[src/rtl/if_fetch_queue_if.sv]
// Bundle of fetch-side memory port and decode-side handshake for if_fetch_queue.
// master = fetch unit, slave = memory/decode environment.
interface if_fetch_queue_if;
  logic        imem_req;
  logic [31:0] imem_addr;
  logic [31:0] imem_rdata;
  logic        id_valid;
  logic [31:0] id_instr;
  logic [31:0] id_pc;
  logic        id_stall;
  logic        redirect;
  logic [31:0] redirect_pc;

  modport master (
    output imem_req, imem_addr, id_valid, id_instr, id_pc,
    input  imem_rdata, id_stall, redirect, redirect_pc
  );

  modport slave (
    input  imem_req, imem_addr, id_valid, id_instr, id_pc,
    output imem_rdata, id_stall, redirect, redirect_pc
  );
endinterface

[src/rtl/if_fetch_queue.sv]
// Instruction-fetch front end: owns the PC, reads a 1-cycle synchronous imem and
// buffers {instr, pc} in a show-ahead queue drained by decode; redirect flushes.
module if_fetch_queue #(
  parameter int unsigned DEPTH    = 4,
  parameter logic [31:0] RESET_PC = 32'h0000_0000
) (
  input  logic              clk,
  input  logic              rst_n,
  if_fetch_queue_if.master  fq
);

  localparam int unsigned   PW      = (DEPTH > 1) ? $clog2(DEPTH) : 1;
  localparam int unsigned   CW      = $clog2(DEPTH) + 1;
  localparam logic [CW:0]   DEPTH_W = DEPTH[CW:0];

  logic [31:0]   fetch_pc_q, fetch_pc_d;
  logic          inflight_q, inflight_d;
  logic [31:0]   inflight_pc_q, inflight_pc_d;
  logic [PW-1:0] rd_ptr_q, rd_ptr_d;
  logic [PW-1:0] wr_ptr_q, wr_ptr_d;
  logic [CW-1:0] count_q, count_d;
  logic [63:0]   mem_q [DEPTH];

  logic          valid_s;
  logic          pop_s;
  logic          push_s;
  logic          issue_s;
  logic [CW:0]   occ_s;
  logic [63:0]   head_s;

  assign valid_s = (count_q != '0);
  assign pop_s   = valid_s && !fq.id_stall;
  assign push_s  = inflight_q && !fq.redirect;

  // Credits: a request may only go out if its response is guaranteed a slot,
  // counting the slot a same-cycle pop frees.
  assign occ_s   = {1'b0, count_q} + {{CW{1'b0}}, inflight_q} - {{CW{1'b0}}, pop_s};
  assign issue_s = rst_n && !fq.redirect && (occ_s < DEPTH_W);

  assign head_s       = mem_q[rd_ptr_q];
  assign fq.imem_req  = issue_s;
  assign fq.imem_addr = fetch_pc_q;
  assign fq.id_valid  = valid_s;
  assign fq.id_instr  = valid_s ? head_s[63:32] : 32'h0000_0000;
  assign fq.id_pc     = valid_s ? head_s[31:0]  : 32'h0000_0000;

  // Next-state logic; redirect overrides issue, push and pop in its cycle.
  always_comb begin
    fetch_pc_d    = fetch_pc_q;
    inflight_d    = 1'b0;
    inflight_pc_d = inflight_pc_q;
    rd_ptr_d      = rd_ptr_q;
    wr_ptr_d      = wr_ptr_q;
    count_d       = count_q;
    if (fq.redirect) begin
      fetch_pc_d = fq.redirect_pc & 32'hFFFF_FFFC;
      rd_ptr_d   = '0;
      wr_ptr_d   = '0;
      count_d    = '0;
    end else begin
      if (issue_s) begin
        fetch_pc_d    = fetch_pc_q + 32'd4;
        inflight_d    = 1'b1;
        inflight_pc_d = fetch_pc_q;
      end else begin
        inflight_d    = 1'b0;
      end
      if (push_s) begin
        wr_ptr_d = wr_ptr_q + PW'(1);
      end else begin
        wr_ptr_d = wr_ptr_q;
      end
      if (pop_s) begin
        rd_ptr_d = rd_ptr_q + PW'(1);
      end else begin
        rd_ptr_d = rd_ptr_q;
      end
      case ({push_s, pop_s})
        2'b10:   count_d = count_q + CW'(1);
        2'b01:   count_d = count_q - CW'(1);
        default: count_d = count_q;
      endcase
    end
  end

  // Control state registers.
  always_ff @(posedge clk or negedge rst_n) begin
    if (!rst_n) begin
      fetch_pc_q    <= RESET_PC;
      inflight_q    <= 1'b0;
      inflight_pc_q <= 32'h0000_0000;
      rd_ptr_q      <= '0;
      wr_ptr_q      <= '0;
      count_q       <= '0;
    end else begin
      fetch_pc_q    <= fetch_pc_d;
      inflight_q    <= inflight_d;
      inflight_pc_q <= inflight_pc_d;
      rd_ptr_q      <= rd_ptr_d;
      wr_ptr_q      <= wr_ptr_d;
      count_q       <= count_d;
    end
  end

  // Queue storage; contents are only observable through count, so no reset.
  always_ff @(posedge clk) begin
    if (push_s) begin
      mem_q[wr_ptr_q] <= {fq.imem_rdata, inflight_pc_q};
    end
  end

endmodule

[src/flat_wrapper.sv]
// flat-port wrapper written by rule: the top's interface ports become plain ports
module if_fetch_queue_flat 
#(
  parameter int unsigned DEPTH    = 4,
  parameter logic [31:0] RESET_PC = 32'h0000_0000
)
  (clk, rst_n, fq_imem_req, fq_imem_addr, fq_id_valid, fq_id_instr, fq_id_pc, fq_imem_rdata, fq_id_stall, fq_redirect, fq_redirect_pc);
  if_fetch_queue_if fq_i ();
  input  logic clk;
  input  logic rst_n;
  output wire logic [$bits(fq_i.imem_req)-1:0] fq_imem_req;
  output wire logic [$bits(fq_i.imem_addr)-1:0] fq_imem_addr;
  output wire logic [$bits(fq_i.id_valid)-1:0] fq_id_valid;
  output wire logic [$bits(fq_i.id_instr)-1:0] fq_id_instr;
  output wire logic [$bits(fq_i.id_pc)-1:0] fq_id_pc;
  input wire logic [$bits(fq_i.imem_rdata)-1:0] fq_imem_rdata;
  input wire logic [$bits(fq_i.id_stall)-1:0] fq_id_stall;
  input wire logic [$bits(fq_i.redirect)-1:0] fq_redirect;
  input wire logic [$bits(fq_i.redirect_pc)-1:0] fq_redirect_pc;
  assign fq_imem_req = fq_i.imem_req;
  assign fq_imem_addr = fq_i.imem_addr;
  assign fq_id_valid = fq_i.id_valid;
  assign fq_id_instr = fq_i.id_instr;
  assign fq_id_pc = fq_i.id_pc;
  assign fq_i.imem_rdata = fq_imem_rdata;
  assign fq_i.id_stall = fq_id_stall;
  assign fq_i.redirect = fq_redirect;
  assign fq_i.redirect_pc = fq_redirect_pc;
  if_fetch_queue #(.DEPTH(DEPTH), .RESET_PC(RESET_PC)) u_core (.clk(clk), .rst_n(rst_n), .fq(fq_i));
endmodule
[config.mk]
export PLATFORM = sky130hd
export DESIGN_NAME = if_fetch_queue_flat
export DESIGN_NICKNAME = d
export VERILOG_FILES = /design/src/rtl/if_fetch_queue_if.sv /design/src/rtl/if_fetch_queue.sv /design/src/flat_wrapper.sv
export SDC_FILE = /design/constraint.sdc
export NUM_CORES = 1
export LEC_CHECK = 0
export BUFFER_PORTS_ARGS = -buffer_cell sky130_fd_sc_hd__buf_2
export CORE_ASPECT_RATIO = 0.7
export CORE_MARGIN = 3
export CORE_UTILIZATION = 60
export CTS_CLUSTER_DIAMETER = 100
export DETAILED_ROUTE_END_ITERATION = 10
export PLACE_DENSITY = 0.82
export SLEW_MARGIN = 5
export SYNTH_ARGS = -nofsm -noshare
export SYNTH_HDL_FRONTEND = slang
export SYNTH_SLANG_ARGS = --single-unit
[constraint.sdc]
create_clock -name clk -period 8.9 [get_ports clk]
set_input_delay 0.445 -clock clk [delete_from_list [all_inputs] [get_ports clk]]
set_output_delay 0.445 -clock clk [all_outputs]
set_load 0.005 [all_outputs]
Word level (Yosys, flattened, before mapping)
Memories as Yosys holds them, arrays and structs flattened.
Index checks and enable logic that the tools add are counted.
Widths: inputs -> output; s select.
- equality and inequality tests: 2
- reduce and logical (&&, ||, !) cells: 12
- bitwise gates (word level): 1
- order comparisons: 1
- mux-type cells: 14
- add/sub/neg operators: 7
- operators with widths (kind ; number):
    $mux 32 ; 4
    $add 32x3->32 const B ; 1
    $mux 2 ; 4
    $pmux 3 s2 ; 1
    $reduce_bool 2->1 ; 3
    $reduce_bool 3->1 ; 2
    $add 2x1->2 const B ; 2
    $add 3x1->4 ; 1
    $logic_and 1x1->1 ; 4
    $lt 4x3->1 const B ; 1
    $mux 1 ; 4
    $sub 4x1->4 ; 1
    $add 3x1->3 const B ; 1
    $mux 3 ; 1
    $sub 3x1->3 const B ; 1
    $eq 2x1->1 const B ; 1
    $eq 2x2->1 const B ; 1
    $logic_not 1->1 ; 2
    $reduce_and 2->1 ; 1
    $not 1->1 ; 1
- output and inout port bits: 98
- memories: 1
- input bits: 68
- register bits after elaboration: 72
- bits in writable memories: 256
- word-level logic and storage cells: 44
- memories (name ; words ; width ; rd ports ; clocked after Yosys merged registers in ; write ports ; RTL line ; text):
    u_core.mem_q ; 4 ; 64 ; 1 ; 0 ; 1 ; if_fetch_queue.sv:22 ; logic [63:0] mem_q [DEPTH];

Logic depth before layout (Yosys ltp)
- word-level depth: 7
- depth in mapped cells: 13
- mapped depth without buffers: 11

Worst setup path before layout
No wires, ideal clock.
- path kind: input port to flip-flop
- start: input port fq_redirect
- end: memory u_core.mem_q[1][10], enable pin
- arrival time: 2.580 ns
- stages on the path: 4
- required time: 8.473 ns
- setup time: 0.427 ns
- path buffers: 2
- slack: 5.893 ns
- path through: clkbuf_1 > clkinv_1 > clkbuf_1 > and3_1
- longest elaborated chain between the ends: 4
- ends and longest elaborated chain (element ; RTL line ; text):
    start, declared ; flat_wrapper.sv:18 ; input wire logic [$bits(fq_i.redirect)-1:0] fq_redirect;
    $logic_not 1->1 ; if_fetch_queue.sv:33 ; assign push_s = inflight_q && !fq.redirect;
    $logic_and 1x1->1 ; if_fetch_queue.sv:33 ;
    $mux 1 ; if_fetch_queue.sv:107 ; if (push_s) begin
    $mux 1 (not written as such) ; if_fetch_queue.sv:108 ; mem_q[wr_ptr_q] <= {fq.imem_rdata, inflight_pc_q};
    end, declared ; if_fetch_queue.sv:22 ;
Every way passes these cells.

Worst setup path after layout
- start: register u_core.count_q[2]
- end: output port fq_imem_req
- longest elaborated chain between the ends: 5
- elaborated cells on any way between the ends: 6
- classes of those cells: 2 x add/sub; 1 x order compare; 3 x reduce/logical
- ends and longest elaborated chain (element ; RTL line ; text):
    start, declared ; if_fetch_queue.sv:21 ; logic [CW-1:0] count_q, count_d;
    start signal, assigned ; if_fetch_queue.sv:101 ; count_q <= count_d;
    parallel branches: the longest is 2 deep, another holds $add 3x1->4 ; - ;
    $sub 4x1->4 * ; if_fetch_queue.sv:37 ; assign occ_s = {1'b0, count_q} + {{CW{1'b0}}, inflight_q} - {{CW{1'b0}}, pop_s};
    $lt 4x3->1 * ; if_fetch_queue.sv:38 ; assign issue_s = rst_n && !fq.redirect && (occ_s < DEPTH_W);
    $logic_and 1x1->1 * ; if_fetch_queue.sv:38 ;
    end, declared ; flat_wrapper.sv:11 ; output wire logic [$bits(fq_i.imem_req)-1:0] fq_imem_req;
Mark *: on every way between the ends.

==> out/summary.txt <==
Status - finished clean
Crit Path Category - reg2out
Period utilisation layout - 0.480
Crit path launch type - flip-flop
Worst stage delay on the critical path - 0.47 ns
Clock transition at the registers of the reported paths - 0.07 ns
Initial DRT Pass Iterations - 5
Finish-stage setup viols - 0
Cell row count - 44
Cell with the most instances after synthesis - edfxtp_1
Total Neg Setup Slack - 0 ns
IO Pins - 166
H-tree depth - 1
Total grt overflow - 0
Lkg Pwr - 5.50 nW
Mapped cell area - 12900 um2
Area grow syn2layout - 14.8%
CTS Sinks - 316
Cts bufs inserted - 28
CP Capture Type - output pin
Initial Util - 0.618
Max Cap Viol - 0
Hold Crit Class - in2async
Largest net degree at the start of global routing - 72
Initial antenna violation count - 2
Syn. warnings - 0
Clk_lat worst skew - 0.54 ns
Post-synthesis sequential area ratio - 0.708
Clock root buffer - clkbuf_16
Layout cells sized above 1 - 0.292
DPL Wire Length - 15300 um
Post-synth top flop - edfxtp_1
Mean Syn Cell Area - 16.4 um2
Avg WL per Cell - 21.5 um
Worst IR Drop VDD - 164 uV
Slew HR - 0.269
Detailed-route via count - 7437
Synth top area share - 0.576
Post-CTS Hold Fix Bufs - 0
Critical Path RT - 8.46 ns
Fillers - 1354
Slew Limit Fails - 0
Vias in the first global route - 7504
Number of diodes - 0
Drt via density - 6.00
Number of remaining DRC errors - 0
Routed WL - 26700 um
Top post-synthesis cells by area - edfxtp_1 (58%), dfrtp_1 (13%), mux4_2 (11%)
Cells along the critical path - nor3_1, nor2_1, ha_1, inv_1, ha_1, and3b_1, nor4_4, o21ai_4, buf_4, inv_1, buf_4, buf_2
Die width - 181 um
Critical R2R Launch - u_core.count_q[2]$_DFFE_PN0P_
Port Buffers - 159
Total track usage - 0.230
Pwr Density - 288 nW/um2
Critical-path maximum fanout - 37
Top post-synthesis cells by count - edfxtp_1 (248), nand2_1 (119), dfrtp_1 (68)
Post-synth EDFFs - 248
RSZ-0062 raised after global routing - false
Die ar. - 23400 um2
DIE HEIGHT - 129 um
DRT iter0 DRCs - 705
CP startpoint - u_core.count_q[2]$_DFFE_PN0P_
Synth unique cells - 53
Antenna-violating nets left - 0
Core area - 20900 um2
Post-synth top area cell - edfxtp_1
First-pass GRT wire length - 42000 um
Buffer depth of the longest clock path - 3
Register bit total from synthesis - 316
Reg-to-reg critical path endpoint - u_core.fq.imem_addr[29]$_DFFE_PN0P_
Asr flop ratio synth - 0.215
Worst slew pin tran - 1.09 ns
Arrival time at the worst endpoint - 3.82 ns
Post-layout min period - 4.27 ns
Routability cong. - 0.836
Maximum clock rate - 234 MHz
Setup slack, reg-to-reg - 5.15 ns
Mapped Cells - 787
# nets final - 1018
Clock Skews - 0.0170 ns
Worst hold slack - 0.0335 ns
Slowest cell on the critical path - dfrtp_1
Reg2reg path depth - 10
Critical Path End - fq_imem_req
Final hold viol count - 0
Postcts setup bufs - 0
CTS tree - yes
Final core utilization - 0.709
Post-CTS Resized - 0
layout make-up:
class | instances | area, um2 | area share
clock buffer | 37 | 756 | 0.0509
sequential | 316 | 9150 | 0.617
timing repair buffer | 164 | 836 | 0.0563
tap | 276 | 345 | 0.0233
inverter | 12 | 45.0 | 0.00304
multi-input combinational | 419 | 3560 | 0.240
clock inverter | 15 | 139 | 0.00936
per-layer routing:
metal  global-route usage  routed length [um]  up-vias  share of wire
met1                0.342               11400     3767           0.43
met3               0.0500                2220       37          0.083
met5                    0                  22        -        0.00082
met2                0.362               12600      353           0.47
met4               0.0515                 456        4          0.017
li1                     -                   -     3276              -
state kept, by name (all words and copies together), names as in the netlist:
register / flops
u_core.count_q: 3
u_core.wr_ptr_q: 2
u_core.inflight_q: 1
u_core.rd_ptr_q: 2
u_core.fq.imem_addr: 30
u_core.inflight_pc_q: 30
u_core.mem_q: 248
where the power goes:
group,switching (mW),internal (mW)
Clock,0.509,0.682
Sequential,0.173,1.83
Combinational,0.568,0.508
metrics by stage:
stage	instance area (um2)	total power, mW	setup WS (ns)	std cells
6_report	14800	4.27	4.63	1239
5_1_grt	14800	4.49	4.29	1239
2_1_floorplan	12900	2.70	5.89	790
4_1_cts	14800	4.30	4.65	1239
3_3_place_gp	13900	3.08	5.33	1187
3_5_place_dp	13900	3.12	5.24	1187
worst min-delay path by stage:
stage	startpoint	to	slack [ns]
after detailed placement	u_core.inflight_pc_q[2]$_DFFE_PN0P_	u_core.mem_q[3][2]$_DFFE_PP_	0.51
after floorplan	rst_n	u_core.count_q[0]$_DFFE_PN0P_	0.15
after global routing	rst_n	u_core.fq.imem_addr[16]$_DFFE_PN0P_	0.11
after global placement	u_core.inflight_pc_q[5]$_DFFE_PN0P_	u_core.mem_q[3][5]$_DFFE_PP_	0.50
final	rst_n	u_core.fq.imem_addr[20]$_DFFE_PN0P_	0.03
after CTS	rst_n	u_core.fq.imem_addr[17]$_DFFE_PN0P_	0.05
placed cells by master, fill, tap and decap left out, drive strengths merged, types with 8 or more instances in the layout:
cell type / netlist / layout
and2: 63 / 63
and3: 13 / 13
buf: 14 / 164
clkbuf: 29 / 37
clkinv: 1 / 13
dfrtp: 68 / 68
edfxtp: 248 / 248
ha: 8 / 8
inv: 11 / 11
mux4: 62 / 62
nand2: 119 / 119
nor2: 15 / 15
o2111ai: 8 / 8
o211ai: 9 / 9
o21ai: 31 / 31
xnor2: 13 / 13
xor2: 16 / 16
worst max-delay path, delay by kind of cell, from the launching register on:
kind / cells / cell delay [ns]
AND/OR/NAND/NOR: 4 / 1.24
flip-flops: 1 / 0.47
buffers and inverters: 5 / 1.03
AO/OA/AOI/OAI: 1 / 0.09
adder cells (fa/ha/maj): 2 / 0.44
cell families (layout without fill, tap and decap cells):
group           after synthesis  after routing  synth area share
compound gates               62             62            0.0329
fa+ha+maj                     9              9           0.00930
flops                       316            316             0.708
other cells                   1              4          0.000290
buf+inv                      55            228            0.0191
mux                          69             69             0.114
simple gates                246            246            0.0963
xor+xnor                     29             29            0.0202
(Power assumes the default switching activity.)
